--- src/rtl/pipe_pkg.sv ---
// Shared pipeline encodings for the 5-stage core: result sources, forwarding
// selects and register-index width, plus the forwarding priority function.
package pipe_pkg;

    localparam int REG_AW = 5;

    typedef logic [REG_AW-1:0] reg_idx_t;

    typedef enum logic [1:0] {
        RES_ALU  = 2'b00,
        RES_LOAD = 2'b01,
        RES_PC4  = 2'b10
    } result_src_e;

    typedef enum logic [1:0] {
        FWD_RF = 2'b00,
        FWD_W  = 2'b01,
        FWD_M  = 2'b10
    } fwd_sel_e;

    // Memory stage wins over Writeback; x0 is hardwired zero and never forwarded.
    function automatic fwd_sel_e fwd_select(
        input logic     reg_write_m,
        input reg_idx_t rd_m,
        input logic     reg_write_w,
        input reg_idx_t rd_w,
        input reg_idx_t rs
    );
        fwd_sel_e sel;
        sel = FWD_RF;
        if (reg_write_m && (rd_m != '0) && (rd_m == rs)) begin
            sel = FWD_M;
        end else if (reg_write_w && (rd_w != '0) && (rd_w == rs)) begin
            sel = FWD_W;
        end
        return sel;
    endfunction

endpackage

--- src/rtl/hazard_unit_if.sv ---
// Decode/Execute identifiers flowing into the hazard unit and the stall,
// flush and forward controls flowing back into the pipeline registers.
interface hazard_unit_if;
    import pipe_pkg::*;

    reg_idx_t    Rs1D;
    reg_idx_t    Rs2D;
    reg_idx_t    Rs1E;
    reg_idx_t    Rs2E;
    reg_idx_t    RdE;
    logic        RegWriteE;
    logic [1:0]  ResultSrcE;
    logic        PCSrcE;

    logic        StallF;
    logic        StallD;
    logic        FlushD;
    logic        FlushE;
    logic [1:0]  ForwardAE;
    logic [1:0]  ForwardBE;

    // master: the datapath that supplies register ids and obeys the controls.
    modport master (
        output Rs1D, Rs2D, Rs1E, Rs2E, RdE, RegWriteE, ResultSrcE, PCSrcE,
        input  StallF, StallD, FlushD, FlushE, ForwardAE, ForwardBE
    );

    // slave: the hazard unit itself.
    modport slave (
        input  Rs1D, Rs2D, Rs1E, Rs2E, RdE, RegWriteE, ResultSrcE, PCSrcE,
        output StallF, StallD, FlushD, FlushE, ForwardAE, ForwardBE
    );

endinterface

--- src/rtl/hazard_track.sv ---
// Shadow copies of the Memory and Writeback destination state, advanced every
// edge from the Execute inputs; a flushed D/E shows up here one cycle later.
module hazard_track
    import pipe_pkg::*;
(
    input  logic       clk,
    input  logic       reset,
    input  reg_idx_t   RdE,
    input  logic       RegWriteE,
    input  logic [1:0] ResultSrcE,
    output reg_idx_t   RdM,
    output logic       RegWriteM,
    output logic [1:0] ResultSrcM,
    output reg_idx_t   RdW,
    output logic       RegWriteW
);

    always_ff @(posedge clk) begin
        if (reset) begin
            RdM        <= '0;
            RegWriteM  <= 1'b0;
            ResultSrcM <= RES_ALU;
            RdW        <= '0;
            RegWriteW  <= 1'b0;
        end else begin
            RdM        <= RdE;
            RegWriteM  <= RegWriteE;
            ResultSrcM <= ResultSrcE;
            RdW        <= RdM;
            RegWriteW  <= RegWriteM;
        end
    end

endmodule

--- src/rtl/hazard_unit.sv ---
// Hazard controller for the 5-stage core: operand forwarding, load-use stall,
// control flush and saturating stall/flush event counters.
module hazard_unit
    import pipe_pkg::*;
#(
    parameter int         CNT_W    = 16,
    parameter logic [1:0] LOAD_SRC = 2'b01
) (
    input  logic             clk,
    input  logic             reset,
    hazard_unit_if.slave     hif,
    output logic [CNT_W-1:0] stall_cnt,
    output logic [CNT_W-1:0] flush_cnt
);

    reg_idx_t   rd_m;
    logic       reg_write_m;
    logic [1:0] result_src_m;
    reg_idx_t   rd_w;
    logic       reg_write_w;

    hazard_track u_track (
        .clk        (clk),
        .reset      (reset),
        .RdE        (hif.RdE),
        .RegWriteE  (hif.RegWriteE),
        .ResultSrcE (hif.ResultSrcE),
        .RdM        (rd_m),
        .RegWriteM  (reg_write_m),
        .ResultSrcM (result_src_m),
        .RdW        (rd_w),
        .RegWriteW  (reg_write_w)
    );

    logic     lw_stall;
    logic     stall;
    fwd_sel_e fwd_a;
    fwd_sel_e fwd_b;

    // RegWriteE is deliberately not part of the load test.
    assign lw_stall = (hif.ResultSrcE == LOAD_SRC) && (hif.RdE != '0) &&
                      ((hif.Rs1D == hif.RdE) || (hif.Rs2D == hif.RdE));

    // A taken branch makes the Decode instruction wrong-path, so it is flushed, not held.
    assign stall = lw_stall && !hif.PCSrcE && !reset;

    assign fwd_a = fwd_select(reg_write_m, rd_m, reg_write_w, rd_w, hif.Rs1E);
    assign fwd_b = fwd_select(reg_write_m, rd_m, reg_write_w, rd_w, hif.Rs2E);

    always_comb begin
        hif.StallF    = 1'b0;
        hif.StallD    = 1'b0;
        hif.FlushD    = 1'b1;
        hif.FlushE    = 1'b1;
        hif.ForwardAE = FWD_RF;
        hif.ForwardBE = FWD_RF;
        if (!reset) begin
            hif.StallF    = stall;
            hif.StallD    = stall;
            hif.FlushD    = hif.PCSrcE;
            hif.FlushE    = stall || hif.PCSrcE;
            hif.ForwardAE = fwd_a;
            hif.ForwardBE = fwd_b;
        end
    end

    always_ff @(posedge clk) begin
        if (reset) begin
            stall_cnt <= '0;
            flush_cnt <= '0;
        end else begin
            if (stall && (stall_cnt != '1)) begin
                stall_cnt <= stall_cnt + CNT_W'(1);
            end
            if (hif.PCSrcE && (flush_cnt != '1)) begin
                flush_cnt <= flush_cnt + CNT_W'(1);
            end
        end
    end

    // Forwarding a load's address from M means a load-use stall was missed.
    a_no_load_fwd_from_m : assert property (@(posedge clk) disable iff (reset)
        !(((fwd_a == FWD_M) || (fwd_b == FWD_M)) && (result_src_m == LOAD_SRC)));

endmodule
--- src/flat_wrapper.sv ---
// flat-port wrapper written by rule: the top's interface ports become plain ports
module hazard_unit_flat import pipe_pkg::*;
#(
    parameter int         CNT_W    = 16,
    parameter logic [1:0] LOAD_SRC = 2'b01
)
  (clk, reset, stall_cnt, flush_cnt, hif_Rs1D, hif_Rs2D, hif_Rs1E, hif_Rs2E, hif_RdE, hif_RegWriteE, hif_ResultSrcE, hif_PCSrcE, hif_StallF, hif_StallD, hif_FlushD, hif_FlushE, hif_ForwardAE, hif_ForwardBE);
  hazard_unit_if hif_i ();
  input  logic clk;
  input  logic reset;
  output logic [CNT_W-1:0] stall_cnt;
  output logic [CNT_W-1:0] flush_cnt;
  input wire logic [$bits(hif_i.Rs1D)-1:0] hif_Rs1D;
  input wire logic [$bits(hif_i.Rs2D)-1:0] hif_Rs2D;
  input wire logic [$bits(hif_i.Rs1E)-1:0] hif_Rs1E;
  input wire logic [$bits(hif_i.Rs2E)-1:0] hif_Rs2E;
  input wire logic [$bits(hif_i.RdE)-1:0] hif_RdE;
  input wire logic [$bits(hif_i.RegWriteE)-1:0] hif_RegWriteE;
  input wire logic [$bits(hif_i.ResultSrcE)-1:0] hif_ResultSrcE;
  input wire logic [$bits(hif_i.PCSrcE)-1:0] hif_PCSrcE;
  output wire logic [$bits(hif_i.StallF)-1:0] hif_StallF;
  output wire logic [$bits(hif_i.StallD)-1:0] hif_StallD;
  output wire logic [$bits(hif_i.FlushD)-1:0] hif_FlushD;
  output wire logic [$bits(hif_i.FlushE)-1:0] hif_FlushE;
  output wire logic [$bits(hif_i.ForwardAE)-1:0] hif_ForwardAE;
  output wire logic [$bits(hif_i.ForwardBE)-1:0] hif_ForwardBE;
  assign hif_i.Rs1D = hif_Rs1D;
  assign hif_i.Rs2D = hif_Rs2D;
  assign hif_i.Rs1E = hif_Rs1E;
  assign hif_i.Rs2E = hif_Rs2E;
  assign hif_i.RdE = hif_RdE;
  assign hif_i.RegWriteE = hif_RegWriteE;
  assign hif_i.ResultSrcE = hif_ResultSrcE;
  assign hif_i.PCSrcE = hif_PCSrcE;
  assign hif_StallF = hif_i.StallF;
  assign hif_StallD = hif_i.StallD;
  assign hif_FlushD = hif_i.FlushD;
  assign hif_FlushE = hif_i.FlushE;
  assign hif_ForwardAE = hif_i.ForwardAE;
  assign hif_ForwardBE = hif_i.ForwardBE;
  hazard_unit #(.CNT_W(CNT_W), .LOAD_SRC(LOAD_SRC)) u_core (.clk(clk), .reset(reset), .hif(hif_i), .stall_cnt(stall_cnt), .flush_cnt(flush_cnt));
endmodule
--- config.mk ---
export PLATFORM = sky130hd
export DESIGN_NAME = hazard_unit_flat
export DESIGN_NICKNAME = d
export VERILOG_FILES = /design/src/rtl/pipe_pkg.sv /design/src/rtl/hazard_unit_if.sv /design/src/rtl/hazard_track.sv /design/src/rtl/hazard_unit.sv /design/src/flat_wrapper.sv
export SDC_FILE = /design/constraint.sdc
export NUM_CORES = 1
export LEC_CHECK = 0
export CORE_UTILIZATION = 51
export DETAILED_ROUTE_END_ITERATION = 10
export GPL_TIMING_DRIVEN = 0
export MAX_ROUTING_LAYER = met4
export PLACE_DENSITY = 0.83
export SYNTH_ARGS = -nofsm -noshare
export SYNTH_HDL_FRONTEND = slang
export SYNTH_SLANG_ARGS = --single-unit
export TNS_END_PERCENT = 50
--- constraint.sdc ---
create_clock -name clk -period 4.55 [get_ports clk]
set_clock_uncertainty 0.2 [all_clocks]
set_input_delay 0.6825 -clock clk [delete_from_list [all_inputs] [get_ports clk]]
set_output_delay 0.6825 -clock clk [all_outputs]
set_load 0.01 [all_outputs]
==> flow_metrics.tcl, run 1 <==
set metrics [dict create \
    status "finished with violations" \
    violations "design-rule violations" \
    multi_input_area_um2 1470 \
    slew_headroom_pct 45.6 \
    num_antenna_cells 0 \
    fin_crit_ns 3.99 \
    tightest_slew_ns 0.809 \
    gp_congestion 0.829 \
    critPathSlowestCell "clkdlybuf4s50_1" \
    cts_buffers 5 \
    cp_data_arrival_time_ns 3.11 \
    yosys_register_bits 44 \
    cts-resized-gates 0 \
    path_buf_inv 3 \
    dp_hpwl_mm 4.45 \
    critical_path.cell_chain "clkdlybuf4s50_1 -> xor2_1 -> nor3_1 -> a22oi_1 -> clkbuf_1 -> nor2_1 -> or2_2 -> clkdlybuf4s50_1" \
    peakVddDrop_mv 0.132 \
    cp.required_ns 3.67 \
    critPathMaxStageDelay_ns 0.58 \
    rows 24 \
    grt_pass1_vias 2303 \
    final_common_cell "clkdlybuf4s50_1" \
    die_w_um 71.1 \
    grt_max_degree 15 \
    pwr-share-seq_pct 49.0 \
    critPathMaxFanout 10 \
    drive_gt1_share_pct 6.08 \
    r2r_slack_ns 2.03 \
    filler_cell_count 361 \
    timing.final.crit_share_pct 87.7 \
    yosysWarningCount 0 \
    pwr-share-comb_pct 11.7 \
    finalPower_uw 816 \
    syn_to_final_growth_pct 36.5 \
    num_vias 2382 \
    setup_viol 0 \
    synth_edf_count 0 \
    crit_cells 8 \
    antenna_found_initial 0 \
    syn_nets 317 \
    reg2reg_from "u_core.stall_cnt[0]" \
    wl_mm 6.24 \
    synth_flop_cell "dfxtp_1" \
    track_usage_pct 26.5 \
    ioPinCount 71 \
    dp_cells 406 \
    clkSlewWorstSetupHoldPaths_ns 0.08 \
    synth_seq_area_share_pct 36.2 \
    synth_area_um2 2430 \
    cts_setup_buffers 0 \
    p_sw_share_pct 23.6 \
    rsz0062_at_grt "no" \
    max_freq_ghz 0.251 \
    holdPathStages 1 \
    routedWlPerCell_um 15.1 \
    drt_iter0_markers 177 \
    syn_avg_cell_area_um2 8.56 \
    crit_type "input pin to output pin" \
    r2r-end "u_core.stall_cnt[2]" \
    hold_violations 0 \
    power.density_nw_per_um2 246 \
    hold_path_class "flop to flop" \
    regArea_um2 881 \
    ys_types 41 \
    coreArea_um2 4470 \
    htree_levels 2 \
    io_buffers 70 \
    vias_per_cell 5.75 \
    initial_core_util_pct 54.4 \
    cts_tree "yes" \
    cp-end-kind "output pin" \
    die_h_um 71.1 \
    fin_setup_tns_ns 0 \
    clockBufferDepth 2 \
    drtAntennaViolNets 0 \
    cpMostUsedCell "clkdlybuf4s50_1" \
    syn_inst 284 \
    cp-start-kind "input pin" \
    internal-power_uw 623 \
    fin_nets 394 \
    async_flop_share_pct 0 \
    hp-start "u_core.u_track.RegWriteM" \
    grt-ovfl-total 0 \
    first_pass_iters 7 \
    stdcell_count 414 \
    drv_cap 0 \
    worstHoldEndpoint "u_core.u_track.RegWriteW" \
    cts_root_buffer "clkbuf_8" \
    final_util_pct 74.2 \
    ctsHoldBuffers 0 \
    power.share.clock_pct 39.3 \
    fp.dieArea_um2 5050 \
    p_sw_uw 193 \
    mostFrequentLayoutCells "clkdlybuf4s50_1, dfxtp_1, nor2_1" \
    clk_latency_ns 0.30 \
    final_max_slew_viol_count 0 \
    grt_pass1_wl_mm 10.4 \
    reg2reg_depth 7 \
    drc 5 \
    leakagePower_nw 1.13 \
    clock-sinks 44 \
    cp_top_family "buffers and inverters" \
]
-- power groups by stage --
stage | Clock [mW] | Combinational (mW) | Sequential [mW]
6_report | 0.321 | 0.0958 | 0.400
5_1_grt | 0.339 | 0.105 | 0.401
4_1_cts | 0.325 | 0.0965 | 0.400
3_5_place_dp | 0 | 0.0949 | 0.409
3_3_place_gp | 0 | 0.0931 | 0.408
2_1_floorplan | 0 | 0.0450 | 0.408
-- worst max-delay path by stage --
| stage | startpoint | end | slack (ns) |
|---|---|---|---|
| floorplan | reset | hif_FlushE | 1.84 |
| global placement | hif_RdE[0] | hif_FlushE | 0.62 |
| detailed placement | hif_RdE[0] | hif_FlushE | 0.58 |
| CTS | hif_RdE[0] | hif_FlushE | 0.57 |
| global route | hif_RdE[2] | hif_FlushE | 0.42 |
| finish | hif_RdE[0] | hif_FlushE | 0.56 |
-- sequential cells by signal (all words and copies together), names as in the netlist --
name                      flops
u_core.u_track.RegWriteM      1
u_core.flush_cnt             16
u_core.u_track.RdM            5
u_core.stall_cnt             16
u_core.u_track.RegWriteW      1
u_core.u_track.RdW            5
-- final cells by class --
cell class | count | share of cell area [%]
Multi-Input combinational cell | 222 | 44.3
Sequential cell | 44 | 26.5
Timing Repair Buffer | 70 | 21.1
Clock buffer | 6 | 2.49
Tap cell | 52 | 1.96
Buffer | 13 | 1.92
Clock inverter | 2 | 1.17
Inverter | 5 | 0.565
-- stage by stage --
step | instance area (µm²) | setup slack, ns | hold slack [ns]
final | 3320 | 0.558 | 0.271
after global routing | 3320 | 0.424 | 0.273
after CTS | 3320 | 0.567 | 0.271
after detailed placement | 3200 | 0.581 | 0.258
after global placement | 3200 | 0.615 | 0.242
after floorplan | 2430 | 1.84 | 0.231
-- synthesized netlist by cell type, drive strengths merged (7+ instances only) --
cell type | n | share of area (%)
nand4 | 9 | 2.3
o31ai | 8 | 2.5
nand3 | 10 | 2.1
clkbuf | 7 | 1.1
or4 | 13 | 4.0
xnor2 | 16 | 5.8
dfxtp | 44 | 36
o21ai | 10 | 2.1
nand2 | 9 | 1.4
nor2b | 14 | 3.6
a21oi | 13 | 2.8
nor3 | 9 | 1.9
xor2 | 26 | 9.4
nor4 | 11 | 2.8
nor2 | 28 | 4.3
o211ai | 7 | 2.2
-- kinds of logic after synthesis --
| group | count (synthesis) | synth area share, % |
|---|---|---|
| AO/OA/AOI/OAI | 47 | 12.7 |
| adder cells (fa/ha/maj) | 2 | 1.03 |
| multiplexers | 5 | 2.26 |
| flip-flops | 44 | 36.2 |
| XOR/XNOR | 42 | 15.1 |
| buffers and inverters | 18 | 3.40 |
| AND/OR/NAND/NOR | 126 | 29.3 |
-- layer usage --
metal	share of wire [%]	wire [µm]	vias to the layer above	global-route usage, %
met2	50	3130	89	46.0
met1	43	2670	1096	30.9
met4	0.96	60	0	7.33
met3	6.1	379	7	5.56
li1	-	-	1190	-
met5	0	0	-	-
Note: power is estimated with default switching activity, not from simulation.
==> inputs of run 2 (changes only) <==
- CAP_MARGIN: not set -> 20
- CELL_PAD_IN_SITES_DETAIL_PLACEMENT: not set -> 1
- CELL_PAD_IN_SITES_GLOBAL_PLACEMENT: not set -> 2
- CORE_MARGIN: not set -> 4
- CORE_UTILIZATION: 51 -> 29
- PLACE_DENSITY: 0.83 -> 0.82
==> flow_metrics.tcl, run 2 (same netlist as run 1, synthesis figures left out) <==
set metrics [dict create \
    clkSlewWorstSetupHoldPaths_ns 0.07 \
    ctsHoldBuffers 0 \
    fin_nets 394 \
    reg.largest.list "u_core.flush_cnt (16), u_core.stall_cnt (16)" \
    cts_root_buffer "clkbuf_8" \
    slew_headroom_pct 41.7 \
    setup_viol 0 \
    timing.final.crit_share_pct 89.1 \
    syn_to_final_growth_pct 39.4 \
    rsz0062_at_grt "no" \
    tightest_slew_ns 0.867 \
    track_usage_pct 16.2 \
    cts_tree "yes" \
    peakVddDrop_mv 0.104 \
    fin_crit_ns 4.06 \
    stdcell_count 467 \
    clk_latency_ns 0.29 \
    cts_setup_buffers 0 \
    cts-resized-gates 0 \
    grt_pass1_vias 2459 \
    coreArea_um2 8180 \
    leakagePower_nw 1.13 \
    num_vias 2410 \
    num_antenna_cells 0 \
    cp-start-kind "input pin" \
    cts_buffers 5 \
    final_max_slew_viol_count 0 \
    hold_path_class "flop to flop" \
    finalPower_uw 823 \
    cp-end-kind "output pin" \
    drt_iter0_markers 52 \
    io_buffers 70 \
    die_h_um 99.6 \
    filler_cell_count 984 \
    dp_slack_ns 0.450 \
    die_w_um 99.6 \
    cp.required_ns 3.67 \
    antenna_found_initial 0 \
    multi_input_area_um2 1470 \
    dp_cells 459 \
    holdWs_ns 0.266 \
    grt-ovfl-total 0 \
    drtAntennaViolNets 0 \
    mostFrequentLayoutCells "clkdlybuf4s50_1, dfxtp_1, nor2_1" \
    reg2reg_depth 7 \
    first_pass_iters 4 \
    htree_levels 2 \
    power.density_nw_per_um2 243 \
    vias_per_cell 5.16 \
    ioPinCount 71 \
    fin_setup_tns_ns 0 \
    cp_data_arrival_time_ns 3.17 \
    final_common_cell "clkdlybuf4s50_1" \
    wl_mm 7.48 \
    clock-sinks 44 \
    drive_gt1_share_pct 6.08 \
    grt_pass1_wl_mm 12.7 \
    critPathMaxFanout 10 \
    initial_core_util_pct 29.8 \
    holdPathStages 1 \
    dp_hpwl_mm 5.70 \
    crit_type "input pin to output pin" \
    rows 33 \
    postPlaceCellArea_um2 3260 \
    drv_cap 0 \
    final_area_um2 3390 \
    regArea_um2 881 \
    grt_max_degree 14 \
    clockBufferDepth 2 \
    drc 0 \
    status "complete, no violations" \
    fp.dieArea_um2 9920 \
    final_util_pct 41.5 \
    gp_congestion 0.777 \
    routedWlPerCell_um 16.0 \
    setup_slack_ns 0.495 \
    max_freq_ghz 0.247 \
    hold_violations 0 \
]
run 2: cell types whose count changed in the layout (fill, tap and decap cells not counted), sizes merged:
cell    previous run  this run
clkbuf            13        14
clkinv             1         0
run 2: area by class of cell:
class                           instances  share of cell area (%)
Buffer                                 13                    1.88
Clock buffer                            7                    2.84
Clock inverter                          1                   0.886
Inverter                                5                   0.554
Multi-Input combinational cell        222                    43.3
Sequential cell                        44                    26.0
Tap cell                              105                    3.87
Timing Repair Buffer                   70                    20.7
run 2: power breakdown:
group	leakage (nW)	switching (mW)	internal, mW
registers	0.357	0.00824	0.392
clock network	0.0645	0.132	0.194
logic	0.711	0.0453	0.0522
run 2: final timing paths:
check / to / from / slack, ns
setup / recovery: hif_FlushE / hif_RdE[0] / 0.49
setup reg to reg: u_core.stall_cnt[9] / u_core.stall_cnt[0] / 1.89
hold / removal: u_core.u_track.RegWriteW / u_core.u_track.RegWriteM / 0.27
hold reg to reg: u_core.u_track.RegWriteW / u_core.u_track.RegWriteM / 0.27
run 2: metal layers:
metal  track usage (%)  part of all wire [%]  wire, µm  vias up
li1                  -                     -         -     1190
met1              19.5                    44      3320     1158
met2              28.2                    51      3800       58
met3              3.16                   4.2       312        4
met4              3.26                  0.68        51        0
met5                 -                     0         0        -
run 2: worst max-delay path, cell delays in order:
cell and delay, ns:
clkdlybuf4s50_1 0.57, xor2_1 0.17, nor3_1 0.07, a22oi_1 0.25
clkbuf_1 0.46, nor2_1 0.18, or2_2 0.30, clkdlybuf4s50_1 0.48
